[config.mk]
export PLATFORM = sky130hd
export DESIGN_NAME = task_14_out
export DESIGN_NICKNAME = d
export VERILOG_FILES = /design/src/rtl/task_14_pkg.sv /design/src/rtl/task_14_out_buf.sv /design/src/rtl/task_14_out.sv
export SDC_FILE = /design/constraint.sdc
export NUM_CORES = 1
export LEC_CHECK = 0
export ABC_AREA = 1
export CELL_PAD_IN_SITES_DETAIL_PLACEMENT = 1
export CELL_PAD_IN_SITES_GLOBAL_PLACEMENT = 1
export CORE_UTILIZATION = 50
export DETAILED_ROUTE_END_ITERATION = 6
export GPL_ROUTABILITY_DRIVEN = 0
export PLACE_DENSITY = 0.89
export SYNTH_ARGS = -nofsm -noshare
export SYNTH_HDL_FRONTEND = slang
export SYNTH_HIERARCHICAL = 1
export SYNTH_SLANG_ARGS = --single-unit
[constraint.sdc]
create_clock -name i_clk -period 3.6 [get_ports i_clk]
set_input_delay 0.9 -clock i_clk [delete_from_list [all_inputs] [get_ports i_clk]]
set_output_delay 0.9 -clock i_clk [all_outputs]
set_load 0.01 [all_outputs]
[src/rtl/task_14_pkg.sv]
// Shared constants and state encoding for the task-14 input/output stage pair.
// Latency: n/a (declarations only).
// Backpressure: n/a.
package task_14_pkg;

  // Depth of the input-stage FIFO; one output-stage packet never exceeds it.
  localparam int TASK14_FIFO_DEPTH = 32;

  // Word width carried between the two stages.
  localparam int TASK14_DATA_W = 8;

  // Output-stage packet life cycle.
  typedef enum logic [1:0] {
    s_IDLE    = 2'd0,
    s_COLLECT = 2'd1,
    s_DRAIN   = 2'd2,
    s_DONE    = 2'd3
  } task_output_enum;

endpackage : task_14_pkg

[src/rtl/task_14_out_buf.sv]
// Packet buffer: DEPTH x DATA_WIDTH simple dual-port array, one write and one read port.
// Latency: write lands at the clock edge; read data follows the registered read address one edge later.
// Backpressure: none; the caller holds the read address to hold the data.
module task_14_out_buf #(
  parameter int DATA_WIDTH = 8,
  parameter int DEPTH      = 32,
  parameter int AW         = 5
) (
  input  logic                  i_clk,
  input  logic                  i_we,
  input  logic [AW-1:0]         i_waddr,
  input  logic [DATA_WIDTH-1:0] i_wdata,
  input  logic [AW-1:0]         i_raddr,
  output logic [DATA_WIDTH-1:0] o_rdata
);

  logic [DATA_WIDTH-1:0] mem_q [DEPTH];
  logic [AW-1:0]         raddr_q;

  // Storage has no reset: contents are only read after they have been written.
  always_ff @(posedge i_clk) begin
    if (i_we) begin
      mem_q[i_waddr] <= i_wdata;
    end
  end

  // Registering the address lets the data appear on the same edge as the owner's valid flag.
  always_ff @(posedge i_clk) begin
    raddr_q <= i_raddr;
  end

  assign o_rdata = mem_q[raddr_q];

endmodule : task_14_out_buf

[src/rtl/task_14_out.sv]
// Output stage: collects a word burst, replays it as an AXI-stream packet, then pulses o_output_last.
// Latency: 2 edges from the edge capturing the last burst word to the edge raising o_tvalid; no bubbles under i_tready=1.
// Backpressure: i_tready low holds o_tdata/o_tlast; optional checksum beat via TASK14_OUT_CHECKSUM_EN.
module task_14_out
  import task_14_pkg::*;
#(
  parameter int DATA_WIDTH = TASK14_DATA_W,
  parameter int DEPTH      = TASK14_FIFO_DEPTH,
  parameter int CNT_W      = $clog2(DEPTH + 1)
) (
  input  logic                  i_clk,
  input  logic                  i_rst_n,
  input  logic [DATA_WIDTH-1:0] i_data,
  input  logic                  i_enb,
  output logic [DATA_WIDTH-1:0] o_tdata,
  output logic                  o_tvalid,
  input  logic                  i_tready,
  output logic                  o_tlast,
  output logic                  o_output_last,
  output logic                  o_overflow,
  output logic                  o_err
);

  localparam int               AW      = (DEPTH > 1) ? $clog2(DEPTH) : 1;
  localparam logic [CNT_W-1:0] DEPTH_C = CNT_W'(DEPTH);
  localparam logic [CNT_W-1:0] ONE_C   = CNT_W'(1);

  task_output_enum       state_q;
  logic [CNT_W-1:0]      wr_cnt_q;
  logic [CNT_W-1:0]      rd_ptr_q;
  logic [CNT_W-1:0]      rd_ptr_d;
  logic [CNT_W-1:0]      last_idx;
  logic                  tvalid_q;
  logic                  tlast_q;
  logic                  output_last_q;
  logic                  overflow_q;
  logic                  err_q;
  logic                  beat_done;
  logic                  wr_en;
  logic [AW-1:0]         wr_addr;
  logic [DATA_WIDTH-1:0] rd_data;
  logic [DATA_WIDTH-1:0] beat_data;

  // A beat leaves only while draining with a valid word presented and the sink ready.
  assign beat_done = (state_q == s_DRAIN) && tvalid_q && i_tready;

  // Write port: the first word of a burst goes to address 0, later words append while room remains.
  always_comb begin
    wr_en   = 1'b0;
    wr_addr = '0;
    if (i_rst_n && i_enb) begin
      if (state_q == s_IDLE) begin
        wr_en = 1'b1;
      end else if ((state_q == s_COLLECT) && (wr_cnt_q != DEPTH_C)) begin
        wr_en   = 1'b1;
        wr_addr = wr_cnt_q[AW-1:0];
      end
    end
  end

  // Read pointer: rewinds when the burst ends, steps on every accepted beat except the final one.
  always_comb begin
    rd_ptr_d = rd_ptr_q;
    if (!i_rst_n) begin
      rd_ptr_d = '0;
    end else if ((state_q == s_COLLECT) && !i_enb) begin
      rd_ptr_d = '0;
    end else if (beat_done && !tlast_q) begin
      rd_ptr_d = rd_ptr_q + ONE_C;
    end
  end

  // The buffer registers rd_ptr_d, so its output always tracks rd_ptr_q.
  task_14_out_buf #(
    .DATA_WIDTH (DATA_WIDTH),
    .DEPTH      (DEPTH),
    .AW         (AW)
  ) u_buf (
    .i_clk   (i_clk),
    .i_we    (wr_en),
    .i_waddr (wr_addr),
    .i_wdata (i_data),
    .i_raddr (rd_ptr_d[AW-1:0]),
    .o_rdata (rd_data)
  );

`ifdef TASK14_OUT_CHECKSUM_EN
  logic [DATA_WIDTH-1:0] csum_q;

  // Running XOR of every word actually stored; dropped overflow words do not contribute.
  always_ff @(posedge i_clk) begin
    if (!i_rst_n) begin
      csum_q <= '0;
    end else if (wr_en) begin
      csum_q <= (state_q == s_IDLE) ? i_data : (csum_q ^ i_data);
    end
  end

  // The checksum rides one extra beat after the data, and only that beat carries tlast.
  assign last_idx  = wr_cnt_q;
  assign beat_data = (rd_ptr_q == wr_cnt_q) ? csum_q : rd_data;
`else
  assign last_idx  = wr_cnt_q - ONE_C;
  assign beat_data = rd_data;
`endif

  // FSM with registered stream/status outputs.
  always_ff @(posedge i_clk) begin
    if (!i_rst_n) begin
      state_q       <= s_IDLE;
      wr_cnt_q      <= '0;
      rd_ptr_q      <= '0;
      tvalid_q      <= 1'b0;
      tlast_q       <= 1'b0;
      output_last_q <= 1'b0;
      overflow_q    <= 1'b0;
      err_q         <= 1'b0;
    end else begin
      rd_ptr_q      <= rd_ptr_d;
      output_last_q <= 1'b0;
      case (state_q)
        s_IDLE: begin
          if (i_enb) begin
            state_q    <= s_COLLECT;
            wr_cnt_q   <= ONE_C;
            overflow_q <= 1'b0;
            err_q      <= 1'b0;
          end
        end
        s_COLLECT: begin
          if (i_enb) begin
            if (wr_cnt_q == DEPTH_C) begin
              overflow_q <= 1'b1;
            end else begin
              wr_cnt_q <= wr_cnt_q + ONE_C;
            end
          end else begin
            state_q <= s_DRAIN;
          end
        end
        s_DRAIN: begin
          if (i_enb) begin
            err_q <= 1'b1;
          end
          if (beat_done && tlast_q) begin
            state_q       <= s_DONE;
            tvalid_q      <= 1'b0;
            tlast_q       <= 1'b0;
            output_last_q <= 1'b1;
          end else begin
            // First DRAIN cycle primes the buffer read; valid rises on the following edge.
            tvalid_q <= 1'b1;
            tlast_q  <= (rd_ptr_d == last_idx);
          end
        end
        s_DONE: begin
          if (i_enb) begin
            err_q <= 1'b1;
          end
          state_q <= s_IDLE;
        end
        default: begin
          state_q <= s_IDLE;
        end
      endcase
    end
  end

  // Data is forced to zero whenever no beat is presented, so idle/reset output is clean.
  assign o_tdata       = tvalid_q ? beat_data : '0;
  assign o_tvalid      = tvalid_q;
  assign o_tlast       = tlast_q;
  assign o_output_last = output_last_q;
  assign o_overflow    = overflow_q;
  assign o_err         = err_q;

endmodule : task_14_out

# --- Yosys cells after proc, flatten, opt, wreduce, memory -nomap -nowiden ---
# Memories as Yosys holds them, arrays and structs flattened. A register that Yosys moved wholly into a read port is not among the register bits.
# Cells that the tools add are included.
totals:
  memories: 1
  input_bits: 12
  register_bits: 19
  wordCells: 72
  ram_bits: 256
  latch_bits: 0
  mem_bits_ro: 0
  output_inout_bits: 13
classes:
  mux: 29
  reduce_logical: 18
  order_cmp: 0
  multipliers: 0
  eq_ne: 13
  n_shift: 0
  div: 0
  bitwise_logic: 0
  n_addsub: 3
mem_list:
  columns: ["memory", "depth", "width", "read_ports", "rd_clocked_by_memory_dff", "write_ports", "line_no", "rtl"]
  rows:
  - ["u_buf.mem_q", 32, 8, 1, 1, 1, "task_14_out_buf.sv:17", "logic [DATA_WIDTH-1:0] mem_q [DEPTH];"]
op_table:
  columns: ["op", "count"]
  rows:
  - ["6-bit 2-to-1 mux", 6]
  - ["5-bit 2-to-1 mux", 3]
  - ["6-bit by 1-bit adder with 6-bit output (second input constant)", 2]
  - ["1-bit 2-to-1 mux", 12]
  - ["6-bit one-hot mux with 2 select lines", 1]
  - ["8-bit 2-to-1 mux", 1]
  - ["2-bit inequality test (second input constant)", 4]
  - ["2-bit one-hot mux with 4 select lines", 1]
  - ["4-bit AND reduction", 2]
  - ["1-bit logical AND", 7]
  - ["6-bit == test", 1]
  - ["6-bit == test (second input constant)", 1]
  - ["2-bit 2-to-1 mux", 3]
  - ["2-bit by 1-bit inequality test with 1-bit output (second input constant)", 3]
  - ["6-bit inequality test (second input constant)", 1]
  - ["3-bit AND reduction", 2]
  - ["6-bit by 1-bit subtractor with 6-bit output (second input constant)", 1]
  - ["2-bit == test (second input constant)", 2]
  - ["1-bit one-hot mux with 2 select lines", 2]
  - ["2-bit nonzero test", 2]
  - ["2-bit by 1-bit == test with 1-bit output (second input constant)", 1]
  - ["1-bit logical NOT", 2]
  - ["2-bit logical NOT", 1]
  - ["2-bit AND reduction", 1]
  - ["2-bit OR reduction", 1]

# --- Depth between registers and ports, before layout ---
logic_depth:
  ltp_word: 9
  ltp_mapped: 13
  depth_no_buf: 13

# --- Hierarchy ---
# The synthesis kept the hierarchy.
by_module_without_submodules:
  columns: ["mod", "seq_area_each_um2", "cells_each", "instances", "area_per_inst_um2"]
  rows:
  - ["task_14_out_buf", 7787.5, 919, 1, 10726.5]
  - ["task_14_out", 380.4, 223, 1, 1375.1]

# --- Worst setup path after synthesis ---
# Ideal clock, no wire load.
synth_timing:
  path_type: "in2reg"
  from: "input i_rst_n"
  to: "memory u_buf.mem_q[31][0], enable pin"
  slack_ps: 978
  path_buffers: 1
  setup_ps: 370
  cell_stages: 5
  t_arrival_ps: 2252
  t_required_ps: 3230
  cell_sequence: "buf_4 -> nand3_1 -> nor4_1 -> nand3_1 -> nor2_1"
synth_via:
  word_cells_on_any_way: 5
  classes_between: "mux (4); reduce/logical (1)"
synth_lines:
  columns: ["item", "line_no", "rtl"]
  rows:
  - ["start, declared", "task_14_out.sv:12", "input logic i_rst_n,"]
  - ["1-bit logical AND", "task_14_out.sv:51", "if (i_rst_n && i_enb) begin"]
  - ["5-bit 2-to-1 mux", "task_14_out.sv:51", null]
  - ["via wr_addr[0]", "task_14_out.sv:40", "logic [AW-1:0] wr_addr;"]
  - ["end, declared", "task_14_out_buf.sv:17", null]
# The timed path passes the listed nets, and every way through them passes these cells.

==> impl_metrics.json <==
{
  "netlist_area_um2": 12100,
  "grt_usage": 0.312,
  "fin_tns_setup_ns": 0,
  "cts_made_buffers": 29,
  "n_antenna_cell": 0,
  "vias": 9276,
  "drt_iter0_markers": 997,
  "cp_cell_sequence": "clkinv_8 -> buf_4 -> buf_12 -> nand2_1 -> nand3_1 -> nand3_1 -> nand2_1 -> nand2_1 -> nand2_1 -> nand2_1 -> nand2_1 -> nand2_1 -> inv_1 -> dlygate4sd2_1",
  "synth_nets": 1162,
  "outcome": "complete, no violations",
  "hold_viol": 0,
  "vias_per_cell": 5.98,
  "yosys_warnings": 6,
  "max_freq_mhz": 280,
  "cts_sinks": 280,
  "synth.largest_area_cell": "edfxtp_1",
  "synth_area_per_cell_um2": 10.6,
  "path_clk_slew_ns": 0.06,
  "num_rows": 56,
  "min_path_type": "register to register",
  "cts_hold_buf": 0,
  "finalSetupViolCount": 0,
  "gr-total-overflow": 0,
  "path_class": "register to output pin",
  "synth_cell_types": 30,
  "synthToLayoutAreaGrowth_pct": 15.8,
  "grt_max_degree": 65,
  "synth.ff_latch_count": 280,
  "internal-power_w": 0.00542,
  "ys_seq_area_frac": 0.675,
  "nets": 1229,
  "max_slew.worst_pin.slew_ns": 0.849,
  "vdd_drop_max_uv": 401,
  "wl_per_cell_um": 24.6,
  "comb_power_share": 0.113,
  "yosysTopAreaCellShare": 0.635,
  "port_buffers": 24,
  "placeableCoreArea_um2": 23600,
  "drv_cap": 0,
  "critPathCaptureType": "output pin",
  "ant_nets": 0,
  "drcViolationCount": 0,
  "ctsHtreeMaxLevel": 1,
  "dr.pass1.iters": 5,
  "wl_um": 38200,
  "ys.flop_type": "edfxtp_1",
  "p_seq_frac": 0.501,
  "cts_buffer_depth": 3,
  "start_util": 0.513,
  "cts_tree": "yes",
  "post-route-period-util": 0.990,
  "dieArea_um2": 24800,
  "crit_top_cell": "nand2_1",
  "p_per_area_nw_per_um2": 519,
  "pin_count": 25,
  "grt_pass1_vias": 9842,
  "period_minus_slack_ns": 3.57,
  "worst_hold_slack_ns": 0.528,
  "antenna_found_initial": 0,
  "critPathArrivalTime_ns": 2.67,
  "dieHeight_um": 158,
  "worstPathMaxFanout": 7,
  "fin_worst_skew_ns": 0.0176,
  "cpMaxStageDelayCell": "dfxtp_4",
  "synthCells": 1142,
  "max_stage_delay_ns": 0.50,
  "clkPwrFrac": 0.386,
  "clk_latency_ns": 0.56,
  "rsz0062_at_grt": "true",
  "grt_pass1_wl_um": 56600,
  "leakage_nw": 5.43,
  "synth.area.top_cells": "edfxtp_1, nand2_1, nand3_1, dfxtp_1, buf_6",
  "fp.dieW_um": 158,
  "synth-edff-count": 256,
  "max_slew_margin": 0.432,
  "p_sw_w": 0.00186,
  "drv_slew": 0,
  "cts-root-buf": "clkbuf_16",
  "hpwl_um": 20900,
  "switching_share": 0.255,
  "cp.required_ns": 2.70,
  "start_kind": "register",
  "ys_async_sr_fraction": 0,
  "drive_above_1_share": 0.107
}
==> registers in the layout, indices dropped and copies added (netlist names), named ones only <==
| register | cells |
|---|---|
| state_q | 2 |
| o_tvalid | 1 |
| o_output_last | 1 |
| o_overflow | 1 |
| o_err | 1 |
| o_tlast | 1 |
| wr_cnt_q | 6 |
| u_buf/mem_q | 256 |
| rd_ptr_q | 6 |
==> what timing repair did <==
action,in CTS,in global routing
gates resized for setup,20,2
buffers inserted,5,3
endpoints found under the setup margin,8,8
pin swaps,2,1
cloned,7,2
==> Yosys cell counts, types with 6 or more instances <==
master      n
a21oi_1    10
buf_2      15
buf_6      26
clkbuf_1    7
dfxtp_1    24
edfxtp_1  256
ha_1        8
inv_1      55
inv_2       6
nand2_1   424
nand3_1   220
nor2_1     48
nor3_1      9
==> cells by family after synthesis <==
logic type	synth area share
fa+ha+maj	0.00827
buf+inv	0.0552
flops	0.675
xor+xnor	0.00217
simple gates	0.251
compound gates	0.00869
==> placed cells by master, fill, tap and decap left out, types with 2 or more instances in the layout <==
cell type	n
a21oi_1	10
buf_12	9
buf_16	7
buf_4	46
clkbuf_1	8
clkbuf_16	31
clkdlybuf4s50_1	16
clkinv_1	2
clkinv_2	10
clkinvlp_4	2
dfxtp_1	22
dlygate4sd2_1	7
edfxtp_1	256
ha_1	8
inv_1	55
inv_2	5
nand2_1	420
nand2_2	6
nand3_1	220
nand3_2	2
nand4_1	5
nor2_1	48
nor3_1	9
o21ai_0	5
xor2_1	3
==> power by group through the flow <==
stage | clock, W | combinational [W] | sequential [W]
final | 0.00281 | 0.000824 | 0.00364
after detailed placement | 0 | 0.000755 | 0.00371
after global placement | 0 | 0.000709 | 0.00370
after CTS | 0.00282 | 0.000798 | 0.00364
after global routing | 0.00293 | 0.000900 | 0.00365
after floorplan | 0 | 0.000490 | 0.00369
==> critical path: cells and delay by family (launching register included) <==
family,cells,cell delay [ns]
and+or+nand+nor,9,0.84
buffers and inverters,5,0.76
DFF,1,0.50
==> layout make-up <==
class / count / area [um2]
flip-flops and latches: 280 / 8170
fillers: 2515 / 9600
well taps: 319 / 399
multi-input cells: 746 / 3280
clock inverters: 16 / 111
clock buffers: 37 / 756
repair inverters: 1 / 8.76
repair buffers: 90 / 1050
inverters: 61 / 241
==> path summary, 6_finish.rpt <==
path                            slack, ns         from  cells after the start           endpoint
worst min register to register       0.53  wr_cnt_q[5]                      2        wr_cnt_q[5]
worst max register to register       0.29  wr_cnt_q[0]                      9  u_buf/mem_q[9][7]
worst max-delay path                 0.03     register                     14         o_tdata[5]
worst min-delay path                 0.53  wr_cnt_q[5]                      2        wr_cnt_q[5]
==> routing by layer <==
| metal | wire [um] | up-vias | track usage |
|---|---|---|---|
| met2 | 19000 | 532 | 0.549 |
| met4 | 2200 | 0 | 0.180 |
| met3 | 2970 | 157 | 0.0452 |
| met1 | 14100 | 4564 | 0.366 |
| li1 | - | 4023 | - |
| met5 | 0 | - | 0 |
==> through the flow <==
step           setup WS, ns  cell area [um2]   util  instances  power (W)
2_1_floorplan         0.978            12100      -       1142    0.00418
3_5_place_dp        -0.0239            12800  0.540       1480    0.00446
3_3_place_gp          0.258            12800  0.540       1480    0.00441
4_1_cts             -0.0944            13900  0.590       1545    0.00726
5_1_grt             -0.0367            14000  0.593       1550    0.00748
6_report             0.0347            14000  0.593       1550    0.00727
No activity file was read; power rests on OpenSTA's default activity.
